`src/rtl/imem_loader_pkg.sv`:
```
// ============================================================================
// Module : imem_loader_pkg
// Brief  : Shared state encoding and default constants for the program loader.
// Rev    : 1.0 - initial release
// ============================================================================
`default_nettype none

package imem_loader_pkg;

    typedef enum logic [2:0] {
        ST_SYNC  = 3'd0,
        ST_COUNT = 3'd1,
        ST_DATA  = 3'd2,
        ST_CHECK = 3'd3,
        ST_RUN   = 3'd4,
        ST_ERR   = 3'd5
    } state_t;

    localparam logic [7:0] C_SYNC_BYTE   = 8'hA5;
    localparam int         C_TIMEOUT_CYC = 50_000_000;

endpackage

`default_nettype wire

```
`src/rtl/imem_loader_idle_timer.sv`:
```
// ============================================================================
// Module : idle_timer
// Brief  : Saturating idle counter; flags expiry after TIMEOUT_CYC enabled cycles.
// Rev    : 1.0 - initial release
// ============================================================================
`default_nettype none

module idle_timer
    import imem_loader_pkg::*;
#(
    parameter int TIMEOUT_CYC = C_TIMEOUT_CYC
) (
    input  logic clk,
    input  logic rst,
    input  logic clear,
    input  logic enable,
    output logic expired
);

    localparam int                CNT_W   = $clog2(TIMEOUT_CYC + 1);
    localparam logic [CNT_W-1:0]  C_LIMIT = CNT_W'(TIMEOUT_CYC);

    logic [CNT_W-1:0] r_cnt;

    always_ff @(posedge clk) begin
        if (rst || clear) begin
            r_cnt <= '0;
        end else if (enable && !expired) begin
            r_cnt <= r_cnt + 1'b1;
        end
    end

    assign expired = (r_cnt == C_LIMIT);

endmodule

`default_nettype wire

```
`src/rtl/imem_loader.sv`:
```
// ============================================================================
// Module : imem_loader
// Brief  : Framed byte-stream boot loader that fills instruction RAM, then
//          releases the core.
// Rev    : 1.0 - initial release
// ============================================================================
`default_nettype none

module imem_loader
    import imem_loader_pkg::*;
#(
    parameter int         ADDR_W      = 5,
    parameter logic [7:0] SYNC_BYTE   = C_SYNC_BYTE,
    parameter int         TIMEOUT_CYC = C_TIMEOUT_CYC
) (
    input  logic              CLOCK_50,
    input  logic              reset,
    input  logic [7:0]        rx_data,
    input  logic              rx_valid,
    output logic              rx_ready,
    output logic [ADDR_W-1:0] imem_addr,
    output logic [31:0]       imem_wdata,
    output logic              imem_wren,
    output logic              cpu_run,
    output logic              load_err,
    output logic [ADDR_W:0]   words_loaded
);

    // Count is compared at 9 bits so a 256-word memory remains expressible
    localparam logic [8:0] C_MAX_WORDS = 9'(2 ** ADDR_W);

    state_t              r_state;
    state_t              w_next;
    logic [8:0]          r_count;
    logic [ADDR_W-1:0]   r_word_idx;
    logic [1:0]          r_lane;
    logic [23:0]         r_word_lo;
    logic [7:0]          r_chk;
    logic                w_accept;
    logic                w_expired;
    logic                w_timer_en;
    logic                w_last_word;
    logic                w_take;

    assign w_accept    = rx_valid & rx_ready;
    assign w_timer_en  = (r_state == ST_COUNT) || (r_state == ST_DATA) || (r_state == ST_CHECK);
    assign w_last_word = (9'(r_word_idx) == (r_count - 9'd1));
    assign w_take      = w_accept & ~w_expired;

    idle_timer #(
        .TIMEOUT_CYC (TIMEOUT_CYC)
    ) u_idle_timer (
        .clk     (CLOCK_50),
        .rst     (reset),
        .clear   (w_accept | ~w_timer_en),
        .enable  (w_timer_en),
        .expired (w_expired)
    );

    always_ff @(posedge CLOCK_50) begin
        if (reset) begin
            r_state <= ST_SYNC;
        end else begin
            r_state <= w_next;
        end
    end

    always_comb begin
        w_next   = r_state;
        rx_ready = 1'b1;
        cpu_run  = 1'b0;
        load_err = 1'b0;
        case (r_state)
            ST_SYNC: begin
                if (w_accept && rx_data == SYNC_BYTE) w_next = ST_COUNT;
            end
            ST_COUNT: begin
                if (w_expired) begin
                    w_next = ST_ERR;
                end else if (w_accept) begin
                    w_next = (rx_data == 8'd0 || {1'b0, rx_data} > C_MAX_WORDS) ? ST_ERR : ST_DATA;
                end
            end
            ST_DATA: begin
                if (w_expired) begin
                    w_next = ST_ERR;
                end else if (w_accept && r_lane == 2'd3 && w_last_word) begin
                    w_next = ST_CHECK;
                end
            end
            ST_CHECK: begin
                if (w_expired) begin
                    w_next = ST_ERR;
                end else if (w_accept) begin
                    w_next = (rx_data == r_chk) ? ST_RUN : ST_ERR;
                end
            end
            ST_RUN: begin
                rx_ready = 1'b0;
                cpu_run  = 1'b1;
            end
            ST_ERR: begin
                load_err = 1'b1;
                if (w_accept && rx_data == SYNC_BYTE) w_next = ST_COUNT;
            end
            default: w_next = ST_SYNC;
        endcase
    end

    // Byte lanes, checksum and the one-cycle write strobe
    always_ff @(posedge CLOCK_50) begin
        if (reset) begin
            imem_wren    <= 1'b0;
            imem_addr    <= '0;
            imem_wdata   <= '0;
            words_loaded <= '0;
            r_count      <= '0;
            r_word_idx   <= '0;
            r_lane       <= '0;
            r_word_lo    <= '0;
            r_chk        <= '0;
        end else begin
            imem_wren <= 1'b0;
            case (r_state)
                ST_SYNC, ST_ERR: begin
                    if (w_accept && rx_data == SYNC_BYTE) words_loaded <= '0;
                end
                ST_COUNT: begin
                    if (w_take) begin
                        r_count    <= {1'b0, rx_data};
                        r_word_idx <= '0;
                        r_lane     <= '0;
                        r_chk      <= '0;
                    end
                end
                ST_DATA: begin
                    if (w_take) begin
                        r_chk  <= r_chk ^ rx_data;
                        r_lane <= r_lane + 2'd1;
                        case (r_lane)
                            2'd0: r_word_lo[7:0]   <= rx_data;
                            2'd1: r_word_lo[15:8]  <= rx_data;
                            2'd2: r_word_lo[23:16] <= rx_data;
                            default: begin
                                imem_wren    <= 1'b1;
                                imem_addr    <= r_word_idx;
                                imem_wdata   <= {rx_data, r_word_lo};
                                words_loaded <= words_loaded + 1'b1;
                                r_word_idx   <= r_word_idx + 1'b1;
                            end
                        endcase
                    end
                end
                default: ;
            endcase
        end
    end

endmodule

`default_nettype wire

```
`config.mk`:
```
export PLATFORM = sky130hd
export DESIGN_NAME = imem_loader
export DESIGN_NICKNAME = d
export VERILOG_FILES = /design/src/rtl/imem_loader_pkg.sv /design/src/rtl/imem_loader_idle_timer.sv /design/src/rtl/imem_loader.sv
export SDC_FILE = /design/constraint.sdc
export NUM_CORES = 1
export LEC_CHECK = 0
export CAP_MARGIN = 15
export CORE_UTILIZATION = 50
export CTS_CLUSTER_SIZE = 40
export DETAILED_ROUTE_END_ITERATION = 10
export HOLD_SLACK_MARGIN = 0.02
export PLACE_DENSITY = 0.72
export SLEW_MARGIN = 0
export SYNTH_ARGS = -nofsm -noshare
export SYNTH_HDL_FRONTEND = slang
export SYNTH_SLANG_ARGS = --single-unit
```
`constraint.sdc`:
```
create_clock -name CLOCK_50 -period 3.2 [get_ports CLOCK_50]
set_input_delay 0.64 -clock CLOCK_50 [delete_from_list [all_inputs] [get_ports CLOCK_50]]
set_output_delay 0.64 -clock CLOCK_50 [all_outputs]
set_load 0.1 [all_outputs]
```
Yosys cells after proc, flatten, opt, wreduce, memory -nomap -nowiden

Cells that the tools add are included.

Register bits after elaboration: 120
Word-level logic and storage cells: 102
Output and inout bits: 47
Input port bits: 11

Mux-type cells: 28
Reductions and logical operators: 26
$add $sub $neg: 5
Bitwise gates (word level): 10
Eq/ne operators: 19
Order comparisons: 1

Operators with widths:

| cell                    | number |
|---|---|
| $add A26 B1 Y26 const B | 1 |
| $eq A26 B26 Y1 const B  | 1 |
| $mux W3                 | 8 |
| $mux W6                 | 3 |
| $mux W8                 | 2 |
| $pmux W8 S2             | 1 |
| $mux W5                 | 3 |
| $pmux W3 S5             | 1 |
| $reduce_and A3 Y1       | 5 |
| $pmux W6 S2             | 1 |
| $pmux W5 S2             | 1 |
| $eq A5 B9 Y1            | 1 |
| $sub A8 B1 Y9 const B   | 1 |
| $eq A8 B8 Y1            | 1 |
| $eq A8 B8 Y1 const B    | 1 |
| $gt A8 B6 Y1 const B    | 1 |
| $logic_not A8 Y1        | 1 |
| $reduce_and A4 Y1       | 2 |
| $xor A8 B8 Y8           | 1 |
| $add A6 B1 Y6 const B   | 1 |
| $eq A3 B2 Y1 const B    | 2 |
| $eq A3 B3 Y1 const B    | 2 |
| $ne A2 B2 Y1 const B    | 3 |
| $ne A3 B2 Y1 const B    | 2 |
| other kinds (23)        | 43 |

Longest topological paths before layout

Gate-level depths: netlist of run 1.

Depth after elaboration: 8
Gate-level depth with buffers: 11
Mapped depth without buffers: 9

Modules after synthesis

From an unflattened synthesis of run 1, not the netlist that was laid out.

Cell total of the unflattened synthesis: 689
Area, all modules: 5510.3 sq um

By module, submodules not included:

| module      | area an instance (sq um) | sequential area each (sq um) | cells an instance | instances |
|---|---|---|---|---|
| imem_loader | 4159.0                   | 1881.8                       | 532               | 1 |
| idle_timer  | 1351.3                   | 520.5                        | 157               | 1 |

Least setup slack after synthesis of run 1

OpenSTA, ideal clock, no wires.

Path type: register to output
Start: reg r_state[1]
End: out load_err
Stages on the path, launching flop included: 5
Arrival: 1916 ps
Data required time: 2560 ps
Setup slack: 644 ps
Path buffers: 1
Path through: dfxtp_1 buf_2 inv_1 nand2_1 nor2_1

Cells in the longest elaborated chain, start to end: 2

Ends and longest elaborated chain:

| what                   | line              | source |
|---|---|---|
| from (decl)            | imem_loader.sv:32 | `state_t r_state;` |
| from (signal assigned) | imem_loader.sv:64 | `r_state <= w_next;` |
| $eq A3 B3 Y1           | imem_loader.sv:73 | `case (r_state)` |
| $mux W1                | imem_loader.sv:73 |  |
| to (decl)              | imem_loader.sv:25 | `output logic load_err,` |

Every way passes these cells.

Final worst setup path of run 1

Start: reg r_state[2]
End: out cpu_run

Cells in the longest elaborated chain, start to end: 2

Ends and longest elaborated chain:

| what         | line              | source |
|---|---|---|
| $eq A3 B3 Y1 | imem_loader.sv:73 |  |
| $mux W1      | imem_loader.sv:73 |  |
| to (decl)    | imem_loader.sv:24 | `output logic cpu_run,` |

Every way passes these cells.

==> impl_metrics.ini, run 1 <==
[flow_run]
drv_cap = 0

[global_route]
grt_antenna_before_repair = 0
grt_remaining_overflow = 0
grt_max_degree = 58
met2_usage = 0.394
grt_use_met1 = 0.305
grt_pass1_vias = 4541
grt_pass1_wl_um = 21300
grt_use_met3 = 0.0489
top_usage_layer = met2
grt_util_all_layers = 0.240

[worst_setup_path]
critPathArrivalTime_ps = 1890
required_ps = 2560
r2r_start = u_idle_timer.r_cnt[5]$_SDFFE_PP0P_
crit_type = register to output port
crit_fanout = 11
r2r_cells = 7
timing.rr.end = imem_wdata[24]$_SDFFE_PP0P_
worst_setup_path_end_kind = output port
startpoint_type = register
r2r_setup_slack_ps = 730

[timing]
report.final.slew_viol_count = 0
final_hold_viol_count = 0
setup-tns-final_ps = 0
setup_ws_ps = 669
tightestPinTransition_ps = 640
whs_ps = 454
rsz0062_at_grt = false
fmax_ghz = 0.395
clock_skew_ps = 8.01
maxSlewHeadroom = 0.570
setup_viol = 0
finalCriticalPeriod_ps = 2530
fin_crit_sh = 0.791

[clock_network]
postCtsSetupRepairBufs = 0
hold_buffers = 0
cts-resized-gates = 0
insertion_delay_ps = 520
cts_tree = built
htree_levels = 4
clk_pin_slew_ps = 60
cts-root-buf = clkbuf_8
numCtsBuffers = 17
cts_buffer_depth = 2
cts_sinks = 120

[synthesis]
synthAdderAreaFrac = 0.0232
synth_area_leaders = dfxtp_1 45%, nand2_1 10%, a21oi_1 7.8%
synth_warnings = 0
ys_seq_area_frac = 0.446
syn_area_mm2 = 0.00539
synth_edf_count = 0
synthSimpleGateAreaFrac = 0.282
ys.flop_type = dfxtp_1
synth_nets = 699
ys_ff_latch = 120
syn_inst = 678
yosysUniqueCellTypes = 51
synth-xor-area-share = 0.0764
synth_compound_area_frac = 0.120
synthArstFlopShare = 0
yosysTopAreaCell = dfxtp_1
synthMuxAreaShare = 0.00743
syn_avg_cell_area_um2 = 7.95
synth_top_family_by_area = simple AND/OR/NAND/NOR gates
synth_top_area_frac = 0.446
synth.most_common_cell = nand2_1
synthTopCellsByCount = 145 x nand2_1, 120 x dfxtp_1, 84 x a21oi_1

[floorplanning]
floorplan.rows = 37
die_w_um = 106
ios = 58
start_util = 0.520
die_h_um = 106
core_area_mm2 = 0.0104
dieArea_mm2 = 0.0112

[layout]
layout.nets = 749
final_cells = 877
final_area_mm2 = 0.00652
diodes = 0
final_layout_size_suffix_gt1_frac = 0.152
fin_util = 0.629
syn_to_final_growth_pct = 21.0
n_fill_cell = 894

[power_and_ir_drop]
power.density_mw_per_mm2 = 584
total_power_mw = 3.80
ir_drop_mv = 0.312
leakagePower_nw = 2.36

[placed_design]
io_buffers = 57
post-dp-hpwl_um = 8510
placed_area_mm2 = 0.00598
dp_slack_ps = 242
dp_cells = 845
place.gp.congestion = 0.887

[detailed_routing]
avgRoutedWirePerCell_um = 14.2
drc = 0
drt_wl_total_um = 12500
first_pass_iters = 5
vias_per_cell = 5.51
vias = 4828
ant_nets = 0
first_iter_violations = 358

[worst_hold_path]
hold_path_class = register to register
min_path_cells = 2
worstHoldEndpoint = imem_wdata[3]$_SDFFE_PP0P_
hp-start = imem_wdata[3]$_SDFFE_PP0P_

[run_status]
status = finished, final reports clean
## where the power goes
group | leakage (nW) | switching, mW | internal [mW]
combinational | 1.13 | 0.318 | 0.182
sequential | 0.967 | 0.0568 | 1.53
clock | 0.258 | 0.733 | 0.989
## cell families (layout without fill, tap and decap cells)
| kind of cell | count (synthesis) | count (layout) |
|---|---|---|
| adder cells (fa/ha/maj) | 10 | 10 |
| AND/OR/NAND/NOR | 320 | 320 |
| buffers and inverters | 61 | 124 |
| XOR/XNOR | 47 | 47 |
| flip-flops | 120 | 120 |
| AO/OA/AOI/OAI | 116 | 116 |
| multiplexers | 4 | 4 |
## flip-flops by register name, summed over array words and instances, names as in the netlist
name / cells
imem_wdata: 32
u_idle_timer.r_cnt: 26
r_word_lo: 24
r_chk: 8
r_count: 8
words_loaded: 6
imem_addr: 5
r_word_idx: 5
r_state: 3
r_lane: 2
imem_wren: 1
## how the worst max path moves through the flow
stage	from	to	slack, ps	depth (start not counted)
2_1_floorplan	r_state[1]$_SDFFE_PP0P_	load_err	640	4
3_3_place_gp	rx_data[1]	r_state[2]$_SDFFE_PP0P_	310	8
3_5_place_dp	rx_data[3]	r_state[2]$_SDFFE_PP0P_	240	8
4_1_cts	r_state[2]$_SDFFE_PP0P_	cpu_run	650	3
5_1_grt	r_state[2]$_SDFFE_PP0P_	imem_wdata[1]$_SDFFE_PP0P_	540	7
6_report	r_state[2]$_SDFFE_PP0P_	cpu_run	670	3
## metal layers
| layer | share of wire | vias to the layer above |
|---|---|---|
| met4 | 0.022 | 0 |
| met2 | 0.47 | 129 |
| li1 | - | 2394 |
| met3 | 0.047 | 20 |
| met5 | 0 | - |
| met1 | 0.46 | 2285 |
## layout make-up
| cell class | instances | area (um2) | share of cell area |
|---|---|---|---|
| Multi-Input combinational cell | 497 | 2750 | 0.421 |
| Timing Repair Buffer | 75 | 596 | 0.0914 |
| Sequential cell | 120 | 2400 | 0.369 |
| Clock inverter | 14 | 113 | 0.0173 |
| Clock buffer | 18 | 428 | 0.0656 |
| Inverter | 17 | 63.8 | 0.00979 |
| Tap cell | 136 | 170 | 0.0261 |
## layout by cell type (no fill, tap or decap), drive strengths merged, types with 6 or more instances in the layout
master,count
xor2,25
nor3,11
dfxtp,120
a21oi,85
inv,25
and3,6
buf,66
ha,10
o21ai,14
xnor2,22
nand4,11
clkdlybuf4s50,9
nand3,41
nor4,12
nor2,63
clkbuf,18
nand3b,9
nand2,145
## critical path: stages, from the launching register on
cell and delay, ps:
dfxtp_1 510, or3b_2 520, inv_1 70, buf_4 280
(Power assumes the default switching activity.)
==> inputs of run 2 (changes only) <==
Clock period 3.2 ns to 2.4 ns, I/O delays scaled along.
==> run 2 against run 1 <==
Against the previous run: combinational power increased by 58%; via count increased by 1.1%; die area unchanged.
==> impl_metrics.ini, run 2 (synthesis gave the netlist of run 1 again) <==
[floorplanning]
dieArea_mm2 = 0.0112
core_area_mm2 = 0.0104
ios = 58
start_util = 0.520
die_w_um = 106
floorplan.rows = 37
die_h_um = 106

[global_route]
grt_max_degree = 38
grt_util_all_layers = 0.246
grt_remaining_overflow = 0
grt_pass1_vias = 4618
grt_pass1_wl_um = 21900
grt_antenna_before_repair = 0

[layout]
largestRegisters = imem_wdata (32), u_idle_timer.r_cnt (26), r_word_lo (24)
diodes = 0
syn_to_final_growth_pct = 26.4
final_layout_size_suffix_gt1_frac = 0.180
fin_util = 0.656
final_common_cell = nand2_1
layout_common_cells = 143 x nand2_1, 120 x dfxtp_1, 83 x a21oi_1
largest_register_ffs = 32
layout.nets = 770
final_cells = 898
max_flop_register = imem_wdata

[timing]
maxSlewHeadroom = 0.678
fin_crit_sh = 0.955
clock_skew_ps = 5.29
fmax_ghz = 0.436
final_hold_viol_count = 0
report.final.slew_viol_count = 0
setup_viol = 0
finalCriticalPeriod_ps = 2290
tightestPinTransition_ps = 483

[clock_network]
cts-root-buf = clkbuf_8
cts_sinks = 120
numCtsBuffers = 17
insertion_delay_ps = 520
clk_pin_slew_ps = 60
cts_tree = built
htree_levels = 4
cts_buffer_depth = 2

[placed_design]
post-dp-hpwl_um = 9110
place.gp.congestion = 0.875
dp_cells = 866
io_buffers = 57

[power_and_ir_drop]
power_frac_comb = 0.146
internal_power_mw = 3.94
power.switching_mw = 1.47
seqPwrFrac = 0.384
leakagePower_nw = 2.51
ir_drop_mv = 0.527
power.density_mw_per_mm2 = 796
switching_share = 0.272
clkPwrFrac = 0.470

[flow_run]
drv_cap = 0

[worst_setup_path]
crit_type = register to register
required_ps = 2810
critPathArrivalTime_ps = 2700
r2r_setup_slack_ps = 110
crit_fanout = 5
startpoint_type = register
worst_setup_path_end_kind = register

[detailed_routing]
ant_nets = 0
first_iter_violations = 316
drc = 0
vias = 4882
vias_per_cell = 5.44
drt_wl_total_um = 13100
avgRoutedWirePerCell_um = 14.6
first_pass_iters = 5

[worst_hold_path]
hold_path_class = input pin to register

[run_status]
status = finished, final reports clean
[run 2: metrics by stage]
stage | setup WS, ps | TNS (ps) | hold slack [ps] | total power [mW] | cell area (um2)
2_1_floorplan | 3.87 | 0 | 432 | 2.65 | 5390
3_3_place_gp | -330 | -2150 | 443 | 2.88 | 6190
3_5_place_dp | -325 | -2280 | 446 | 2.89 | 6190
4_1_cts | 51.6 | 0 | 404 | 5.44 | 6790
5_1_grt | -22.7 | -25.7 | 424 | 5.63 | 6810
6_report | 107 | 0 | 422 | 5.42 | 6810
[run 2: final cells by class]
| type | count | area (um2) |
|---|---|---|
| clock buffers | 21 | 469 |
| clock inverters | 11 | 133 |
| fillers | 887 | 3560 |
| inverters | 17 | 63.8 |
| multi-input cells | 497 | 2760 |
| flip-flops and latches | 120 | 2400 |
| well taps | 136 | 170 |
| repair buffers | 96 | 807 |
[run 2: final timing paths]
check                                                   startpoint                           to  cells after the start
worst min-delay path                                         reset  imem_wdata[23]$_SDFFE_PP0P_                      2
worst max register to register  u_idle_timer.r_cnt[6]$_SDFFE_PP0P_      r_state[2]$_SDFFE_PP0P_                      7
worst max-delay path            u_idle_timer.r_cnt[6]$_SDFFE_PP0P_      r_state[2]$_SDFFE_PP0P_                      7
worst min register to register          r_word_lo[16]$_SDFFE_PP0P_   r_word_lo[16]$_SDFFE_PP0P_                      2
[run 2: what timing repair did]
item,in CTS,in global routing
setup endpoints to repair,0,31
gates resized for setup,0,5
hold buffers,0,0
endpoints found under the hold margin,0,0
buffers inserted,0,0
[run 2: power groups by stage]
stage	logic, mW	clock network, mW	registers [mW]
after floorplan	0.544	0	2.11
after global placement	0.753	0	2.12
after detailed placement	0.764	0	2.12
after CTS	0.770	2.59	2.08
after global routing	0.859	2.68	2.09
final	0.791	2.54	2.08
[run 2: layer usage]
layer	vias to the layer above	routed length [um]	GRT usage
li1	2443	-	-
met3	15	611	0.0656
met5	-	0	0
met1	2316	5820	0.305
met4	0	133	0.0645
met2	108	6570	0.422
[run 2: critical path, stage by stage (launching register included)]
cell	delay, ps
dfxtp_1	350
or4b_4	560
nor4_4	320
a211oi_1	140
a311o_1	380
a21oi_4	180
mux2i_1	210
nor2_1	50
==> inputs of run 3 (changes only) <==
Settings changed: ABC_CLOCK_PERIOD_IN_PS set to 2400.
==> results of run 3 <==
The final DEF is identical to that of run 2; final timing and power are the same.
